**src/rtl/mem_arbiter.sv**
```systemverilog
// mem_arbiter: grants one of two requesters (fetch / data) and sequences the MAR/MDR/RAM strobes for a single access.
// Latency: request sampled in IDLE at cycle 0, done pulses in cycle 4 for reads and writes alike.
// Backpressure: requests are sampled only in IDLE; a losing or busy requester just keeps req high until served.
// Config macro: MEM_ARB_FETCH_PRIO_EN selects fixed fetch priority instead of round-robin.
module mem_arbiter (
    input  logic        clk,
    input  logic        reset,
    input  logic        f_req,
    input  logic [15:0] f_addr,
    output logic [15:0] f_rdata,
    output logic        f_done,
    input  logic        d_req,
    input  logic        d_we,
    input  logic [15:0] d_addr,
    input  logic [15:0] d_wdata,
    output logic [15:0] d_rdata,
    output logic        d_done,
    output logic [15:0] bus_out,
    output logic        gate_arb,
    output logic        ldMAR,
    output logic        ldMDR,
    output logic        selMDR,
    output logic        memWE,
    input  logic [15:0] mdr_q,
    output logic        busy
);

    typedef enum logic [2:0] {
        IDLE  = 3'd0,
        MAR   = 3'd1,
        WAIT  = 3'd2,
        LDMDR = 3'd3,
        MDRW  = 3'd4,
        WR    = 3'd5,
        DONE  = 3'd6
    } state_t;

    state_t      state;
    state_t      state_nxt;

    // Transaction context frozen at grant time so requester changes cannot leak in.
    logic [15:0] addr_q;
    logic [15:0] wdata_q;
    logic        we_q;
    logic        gnt_data_q;

    logic        pick_data;
    logic        grant;

    assign grant = (state == IDLE) && (f_req || d_req);

`ifdef MEM_ARB_FETCH_PRIO_EN
    // Fixed priority: data only wins when fetch is not asking.
    assign pick_data = d_req && !f_req;
`else
    logic last_data;

    // Round-robin: on a tie the port not served last wins.
    assign pick_data = d_req && (!f_req || !last_data);

    // Remember who was served last; reset favours fetch on the first tie.
    always_ff @(posedge clk) begin
        if (reset) begin
            last_data <= 1'b1;
        end else if (grant) begin
            last_data <= pick_data;
        end
    end
`endif

    // State register.
    always_ff @(posedge clk) begin
        if (reset) begin
            state <= IDLE;
        end else begin
            state <= state_nxt;
        end
    end

    // Capture the winner's request at grant; fetch is always a read.
    always_ff @(posedge clk) begin
        if (reset) begin
            addr_q     <= 16'h0000;
            wdata_q    <= 16'h0000;
            we_q       <= 1'b0;
            gnt_data_q <= 1'b0;
        end else if (grant) begin
            addr_q     <= pick_data ? d_addr : f_addr;
            wdata_q    <= d_wdata;
            we_q       <= pick_data && d_we;
            gnt_data_q <= pick_data;
        end
    end

    // Read data is returned to the granted port only on read completion and held otherwise.
    always_ff @(posedge clk) begin
        if (reset) begin
            f_rdata <= 16'h0000;
            d_rdata <= 16'h0000;
        end else if (state == DONE && !we_q) begin
            if (gnt_data_q) begin
                d_rdata <= mdr_q;
            end else begin
                f_rdata <= mdr_q;
            end
        end
    end

    // Next-state and Moore strobe decode; everything idles low unless the state drives it.
    always_comb begin
        state_nxt = state;
        bus_out   = 16'h0000;
        gate_arb  = 1'b0;
        ldMAR     = 1'b0;
        ldMDR     = 1'b0;
        selMDR    = 1'b0;
        memWE     = 1'b0;
        f_done    = 1'b0;
        d_done    = 1'b0;
        busy      = (state != IDLE);
        case (state)
            IDLE: begin
                if (f_req || d_req) begin
                    state_nxt = MAR;
                end
            end
            MAR: begin
                bus_out   = addr_q;
                gate_arb  = 1'b1;
                ldMAR     = 1'b1;
                state_nxt = we_q ? MDRW : WAIT;
            end
            WAIT: begin
                // Synchronous RAM needs a cycle after MAR loads before its output is valid.
                state_nxt = LDMDR;
            end
            LDMDR: begin
                ldMDR     = 1'b1;
                selMDR    = 1'b1;
                state_nxt = DONE;
            end
            MDRW: begin
                bus_out   = wdata_q;
                gate_arb  = 1'b1;
                ldMDR     = 1'b1;
                state_nxt = WR;
            end
            WR: begin
                memWE     = 1'b1;
                state_nxt = DONE;
            end
            DONE: begin
                f_done    = !gnt_data_q;
                d_done    = gnt_data_q;
                state_nxt = IDLE;
            end
            default: begin
                state_nxt = IDLE;
            end
        endcase
    end

endmodule

```
**config.mk**
```make
export PLATFORM = sky130hd
export DESIGN_NAME = mem_arbiter
export DESIGN_NICKNAME = d
export VERILOG_FILES = /design/src/rtl/mem_arbiter.sv
export SDC_FILE = /design/constraint.sdc
export NUM_CORES = 1
export LEC_CHECK = 0
export CORE_MARGIN = 2
export CORE_UTILIZATION = 41
export DETAILED_ROUTE_END_ITERATION = 12
export PLACE_DENSITY = 0.76
export SLEW_MARGIN = 20
export SYNTH_ARGS = -nofsm -noshare
export SYNTH_HDL_FRONTEND = slang
export SYNTH_SLANG_ARGS = --single-unit
```
**constraint.sdc**
```tcl
create_clock -name clk -period 2.3 [get_ports clk]
set_input_delay 0.575 -clock clk [delete_from_list [all_inputs] [get_ports clk]]
set_output_delay 0.575 -clock clk [all_outputs]
set_load 0.02 [all_outputs]
```
==> flow_summary.toml, run 1 <==
[outcome]
outcome = "finished, final reports clean"

[sta]
drv_slew = 0
fmax_ghz = 0.449
relSlewSlack_pct = 35.6
fin_ws_ns = 0.0748
setup_violations = 0
fin_worst_skew_ns = 0.0112
min_period_over_period_pct = 96.7
min_period_ns = 2.23
worst_pin_slew_ns = 0.963
finalHoldViolCount = 0
rsz0062_at_grt = "no"

[hold_path]
hold_path_end = "f_rdata[1]"
min_path_type = "reg -> reg"
min_from = "f_rdata[1]"
min_path_cells = 2

[power]
p_switching_uw = 793
vdd_ir_drop_max_uv = 272
intPower_mw = 2.29
power_mw = 3.09
p_leak_nw = 1.99
switching_share_pct = 25.7
clkPwrFrac_pct = 37.4
combPwrFrac_pct = 18.5
seqPwrFrac_pct = 44.1
power.density_mw_per_mm2 = 653

[finish]
final_cell_mix = "clkdlybuf4s50_1 (101), dfxtp_1 (68), nand2b_1 (66)"
syn2layout_area_growth_pct = 48.1
layout.nets = 533
final_area_mm2 = 0.00473
final_cells = 571
diodes = 0
drive_above_1_share_pct = 12.6
mostFrequentLayoutCell = "clkdlybuf4s50_1"

[clocking]
cts.sinks = 70
clockBufferDepth = 2
cts_tree = "built"
clk_pin_slew_ns = 0.07
root_buffer = "clkbuf_8"
post_cts_buffers = 0
htreeDepth = 3
cts_hold_buf = 0
ctsResizeCount = 38
numCtsBuffers = 9
clkLatencyLatePin_ns = 0.33

[drt]
drtAntennaViolNets = 0
routed_wl_um = 8620
viasPerCell = 5.01
drtPass1Iterations = 7
vias = 2862
drc = 0
drt_iter0_drc = 155
wl_per_cell_um = 15.1

[logic_synthesis]
ys_seq_area_share_pct = 43.9
synth_cell_types = 33
synthCells = 342
ys_ff_latch = 70
syn-num-nets = 411
netlist_area_mm2 = 0.00319
synth_area_per_cell_um2 = 9.33
yosys_warnings = 0

[worst_setup_path]
r2r-end = "addr_q[2]"
startpoint_type = "register"
worstSetupPathType = "reg -> out"
r2r-start = "state[2]"
crit_arrival_ns = 1.65
slowest_delay_ns = 0.37
r2r_setup_slack_ns = 0.29
slowest_stage = "dfxtp_4"
cp_data_required_time_ns = 1.73
startpoint = "state[1]"
r2r.worst_path.cells = 5
path_cells = "inv_1 -> and3_1 -> buf_4 -> a22o_1 -> clkdlybuf4s15_1"
crit_path_end_kind = "primary output"
critPathMaxFanout = 7

[grt]
overflow = 0
grt_pass1_wl_um = 13700
grt_max_degree = 86
antenna_found_initial = 0
grt_pass1_vias = 2801
globalRouteTotalUtil_pct = 19.9

[place]
preCtsSetupSlack_ns = -0.0387
dpl_cell_area_mm2 = 0.00456
dp_hpwl_um = 6010
gp_congestion = 0.841
port_buffers = 124
dp.cells = 555

[floorplanning]
die_w_um = 92.2
coreArea_mm2 = 0.00765
io_pins = 125
die_area_mm2 = 0.00850
num_rows = 32
initial_utilization_pct = 41.7
die_h_um = 92.2

[flow_run]
maxCapViolations = 0
## synth_stat cells
library cell  number  area share, %
dfxtp_1           70             44
nand2b_1          66             13
inv_1             34            4.0
mux2i_1           32             10
a21oi_1           19            3.0
clkbuf_1          19            2.2
o21ai_0           19            3.0
a22o_1            16            4.4
nand3b_1          16            3.8
a222oi_1          15            4.7
buf_2              5           0.78
and3_1             4           0.78
buf_1              2           0.24
buf_6              2           0.71
nand2_1            2           0.24
nor2_1             2           0.24
nor3_2             2           0.63
or2_2              2           0.39
a221o_1            1           0.31
a221oi_1           1           0.27
a311oi_1           1           0.27
inv_2              1           0.12
nand2_2            1           0.20
nand3_1            1           0.16
nor2b_1            1           0.20
nor3_1             1           0.16
nor3b_1            1           0.24
nor3b_2            1           0.39
nor4_4             1           0.67
nor4b_1            1           0.27
o32ai_1            1           0.27
or3_1              1           0.20
or4b_1             1           0.31
## how the worst max path moves through the flow
stage / end / slack, ns
2_1_floorplan: bus_out[10] / 0.14
3_3_place_gp: bus_out[14] / 0.05
3_5_place_dp: addr_q[6] / -0.04
4_1_cts: bus_out[13] / 0.0002
5_1_grt: bus_out[4] / 0.02
6_report: bus_out[4] / 0.07
## power by group through the flow
stage | sequential, mW | combinational [mW] | clock [mW]
2_1_floorplan | 1.37 | 0.322 | 0
3_5_place_dp | 1.39 | 0.590 | 0
5_1_grt | 1.37 | 0.622 | 1.23
3_3_place_gp | 1.38 | 0.577 | 0
6_report | 1.36 | 0.570 | 1.15
4_1_cts | 1.36 | 0.581 | 1.18
## through the flow
step	util, %	hold WS (ns)	setup TNS [ns]
CTS	62.7	0.478	0
floorplan	-	0.454	0
global route	61.8	0.493	0
finish	61.8	0.476	0
global placement	59.6	0.460	0
detailed placement	59.6	0.465	-0.233
## cell families (layout without fill, tap and decap cells)
family                 count (synthesis)  count (layout)  synth area share [%]
and+or+nand+nor                      104             104                  21.8
DFF                                   70              70                  43.9
buffers and inverters                 63             190                  8.08
muxes                                 32              32                  10.0
AOI/OAI and AO/OA                     73              73                  16.2
## routing by layer
layer | GRT usage (%) | part of all wire, % | wire length [um] | up-vias
met5 | 0 | 0 | 0 | -
met4 | 6.84 | 1.2 | 104 | 0
met2 | 32.6 | 49 | 4220 | 80
met1 | 27.1 | 45 | 3920 | 1347
li1 | - | - | - | 1427
met3 | 2.79 | 4.4 | 382 | 8
## area by class of cell
type                            count  area (um2)
Sequential cell                    70        1410
Inverter                           35         131
Tap cell                          102         128
Clock inverter                      3        65.1
Clock buffer                       13         169
Multi-Input combinational cell    209        1540
Timing Repair Buffer              139        1290
Fill cell                         687        2920
## sequential cells by signal, indices dropped and copies added (netlist names)
name	flops
f_rdata	16
wdata_q	16
state	3
d_rdata	16
we_q	1
gnt_data_q	1
addr_q	16
last_data	1
## worst max-delay path, delay by kind of cell (launching register included)
family | cells | cell delay [ns]
buffers and inverters | 3 | 0.52
DFF | 1 | 0.37
AOI/OAI and AO/OA | 1 | 0.22
and+or+nand+nor | 1 | 0.21
Power figures use the tool's default switching activity.
==> run 2: changes to the inputs <==
--- a/config.mk
+++ b/config.mk
@@ -9,6 +9,7 @@
 export CORE_UTILIZATION = 41
 export DETAILED_ROUTE_END_ITERATION = 12
 export PLACE_DENSITY = 0.76
+export SKIP_LAST_GASP = 1
 export SLEW_MARGIN = 20
 export SYNTH_ARGS = -nofsm -noshare
 export SYNTH_HDL_FRONTEND = slang
==> flow_summary.toml, run 2 (synthesized netlist as in run 1, its figures left out) <==
[sta]
min_period_ns = 2.22
min_period_over_period_pct = 96.7
rsz0062_at_grt = "no"
fin_worst_skew_ns = 0.0112
fmax_ghz = 0.450
finalHoldViolCount = 0
setup_violations = 0
relSlewSlack_pct = 36.3
drv_slew = 0
worst_pin_slew_ns = 0.952

[finish]
mostFrequentLayoutCell = "clkdlybuf4s50_1"
layout.nets = 533
drive_above_1_share_pct = 12.6
final_cell_mix = "clkdlybuf4s50_1 (101), dfxtp_1 (68), nand2b_1 (66)"
final_area_mm2 = 0.00473
diodes = 0
utilization_pct = 61.8
syn2layout_area_growth_pct = 48.1

[grt]
grt_max_degree = 86
grt_pass1_vias = 2801
globalRouteTotalUtil_pct = 19.9
grt_pass1_wl_um = 13700
overflow = 0
antenna_found_initial = 0

[clocking]
clockBufferDepth = 2
clk_pin_slew_ns = 0.07
clkLatencyLatePin_ns = 0.33
cts.sinks = 70
numCtsBuffers = 9
root_buffer = "clkbuf_8"
cts_tree = "built"
htreeDepth = 3
post_cts_buffers = 0

[outcome]
outcome = "finished, final reports clean"

[power]
vdd_ir_drop_max_uv = 272
intPower_mw = 2.29
power_mw = 3.08
clkPwrFrac_pct = 37.3
p_leak_nw = 1.98
switching_share_pct = 25.6
power.density_mw_per_mm2 = 652
seqPwrFrac_pct = 44.2
combPwrFrac_pct = 18.5
p_switching_uw = 791

[place]
dpl_cell_area_mm2 = 0.00456
port_buffers = 124
gp_congestion = 0.841
dp_hpwl_um = 6010

[flow_run]
maxCapViolations = 0

[worst_setup_path]
slowest_stage = "dfxtp_4"
crit_path_end_kind = "primary output"
path_cells = "inv_1 -> and3_1 -> buf_4 -> a22o_1 -> clkdlybuf4s15_1"
cp_data_required_time_ns = 1.73
worstSetupPathType = "reg -> out"
startpoint_type = "register"
crit_arrival_ns = 1.65
slowest_delay_ns = 0.37
critPathMaxFanout = 7

[floorplanning]
num_rows = 32
io_pins = 125
die_area_mm2 = 0.00850
die_w_um = 92.2
coreArea_mm2 = 0.00765
initial_utilization_pct = 41.7
die_h_um = 92.2

[drt]
routed_wl_um = 8620
drtPass1Iterations = 5
vias = 2864
drt_iter0_drc = 150
drtAntennaViolNets = 0
drc = 0
viasPerCell = 5.02
wl_per_cell_um = 15.1

[hold_path]
min_path_type = "reg -> reg"
[run 2: cell type report]
class	count	area (um2)
clock buffer	13	169
timing repair buffer	139	1290
tap	102	128
inverter	35	131
fill	685	2920
multi-input combinational	209	1540
clock inverter	3	65.1
sequential	70	1410
[run 2: final timing paths]
kind	start	end	slack (ns)	cells past startpoint
worst max-delay path	state[1]	bus_out[4]	0.08	5
worst max register to register	state[2]	addr_q[0]	0.30	5
worst min-delay path	f_rdata[1]	f_rdata[1]	0.48	2
worst min register to register	f_rdata[1]	f_rdata[1]	0.48	2
[run 2: routing by layer]
metal | up-vias | part of all wire (%) | track usage, %
li1 | 1427 | - | -
met1 | 1355 | 45 | 27.1
met2 | 74 | 49 | 32.6
met3 | 8 | 4.5 | 2.79
met4 | 0 | 1.2 | 6.84
met5 | - | 0 | 0
[run 2: power by group through the flow]
stage	sequential [mW]	clock [mW]	combinational, mW
after CTS	1.36	1.18	0.580
after detailed placement	1.39	0	0.590
after global routing	1.37	1.23	0.622
final	1.36	1.15	0.570
after floorplan	1.37	0	0.322
after global placement	1.38	0	0.577
[run 2: metrics by stage]
step	setup TNS, ns	setup slack (ns)	hold WS (ns)	instances
after detailed placement	-0.233	-0.0387	0.465	555
final	0	0.0761	0.476	571
after global placement	0	0.0495	0.460	555
after global routing	0	0.0225	0.493	571
after CTS	-0.0356	-0.0356	0.478	571
after floorplan	0	0.137	0.454	342
[run 2: worst max-delay path: cells and delay by family, from the launching register on]
| family | cells | cell delay, ns |
|---|---|---|
| flip-flops | 1 | 0.37 |
| buffers and inverters | 3 | 0.52 |
| AND/OR/NAND/NOR | 1 | 0.21 |
| AO/OA/AOI/OAI | 1 | 0.22 |
[run 2: timing repair]
| item | 4_1_cts | 5_1_grt |
|---|---|---|
| setup endpoints to repair | 21 | 19 |
| hold buffers | 0 | 0 |
| gates resized for setup | 36 | 27 |
| cloned | 0 | 0 |
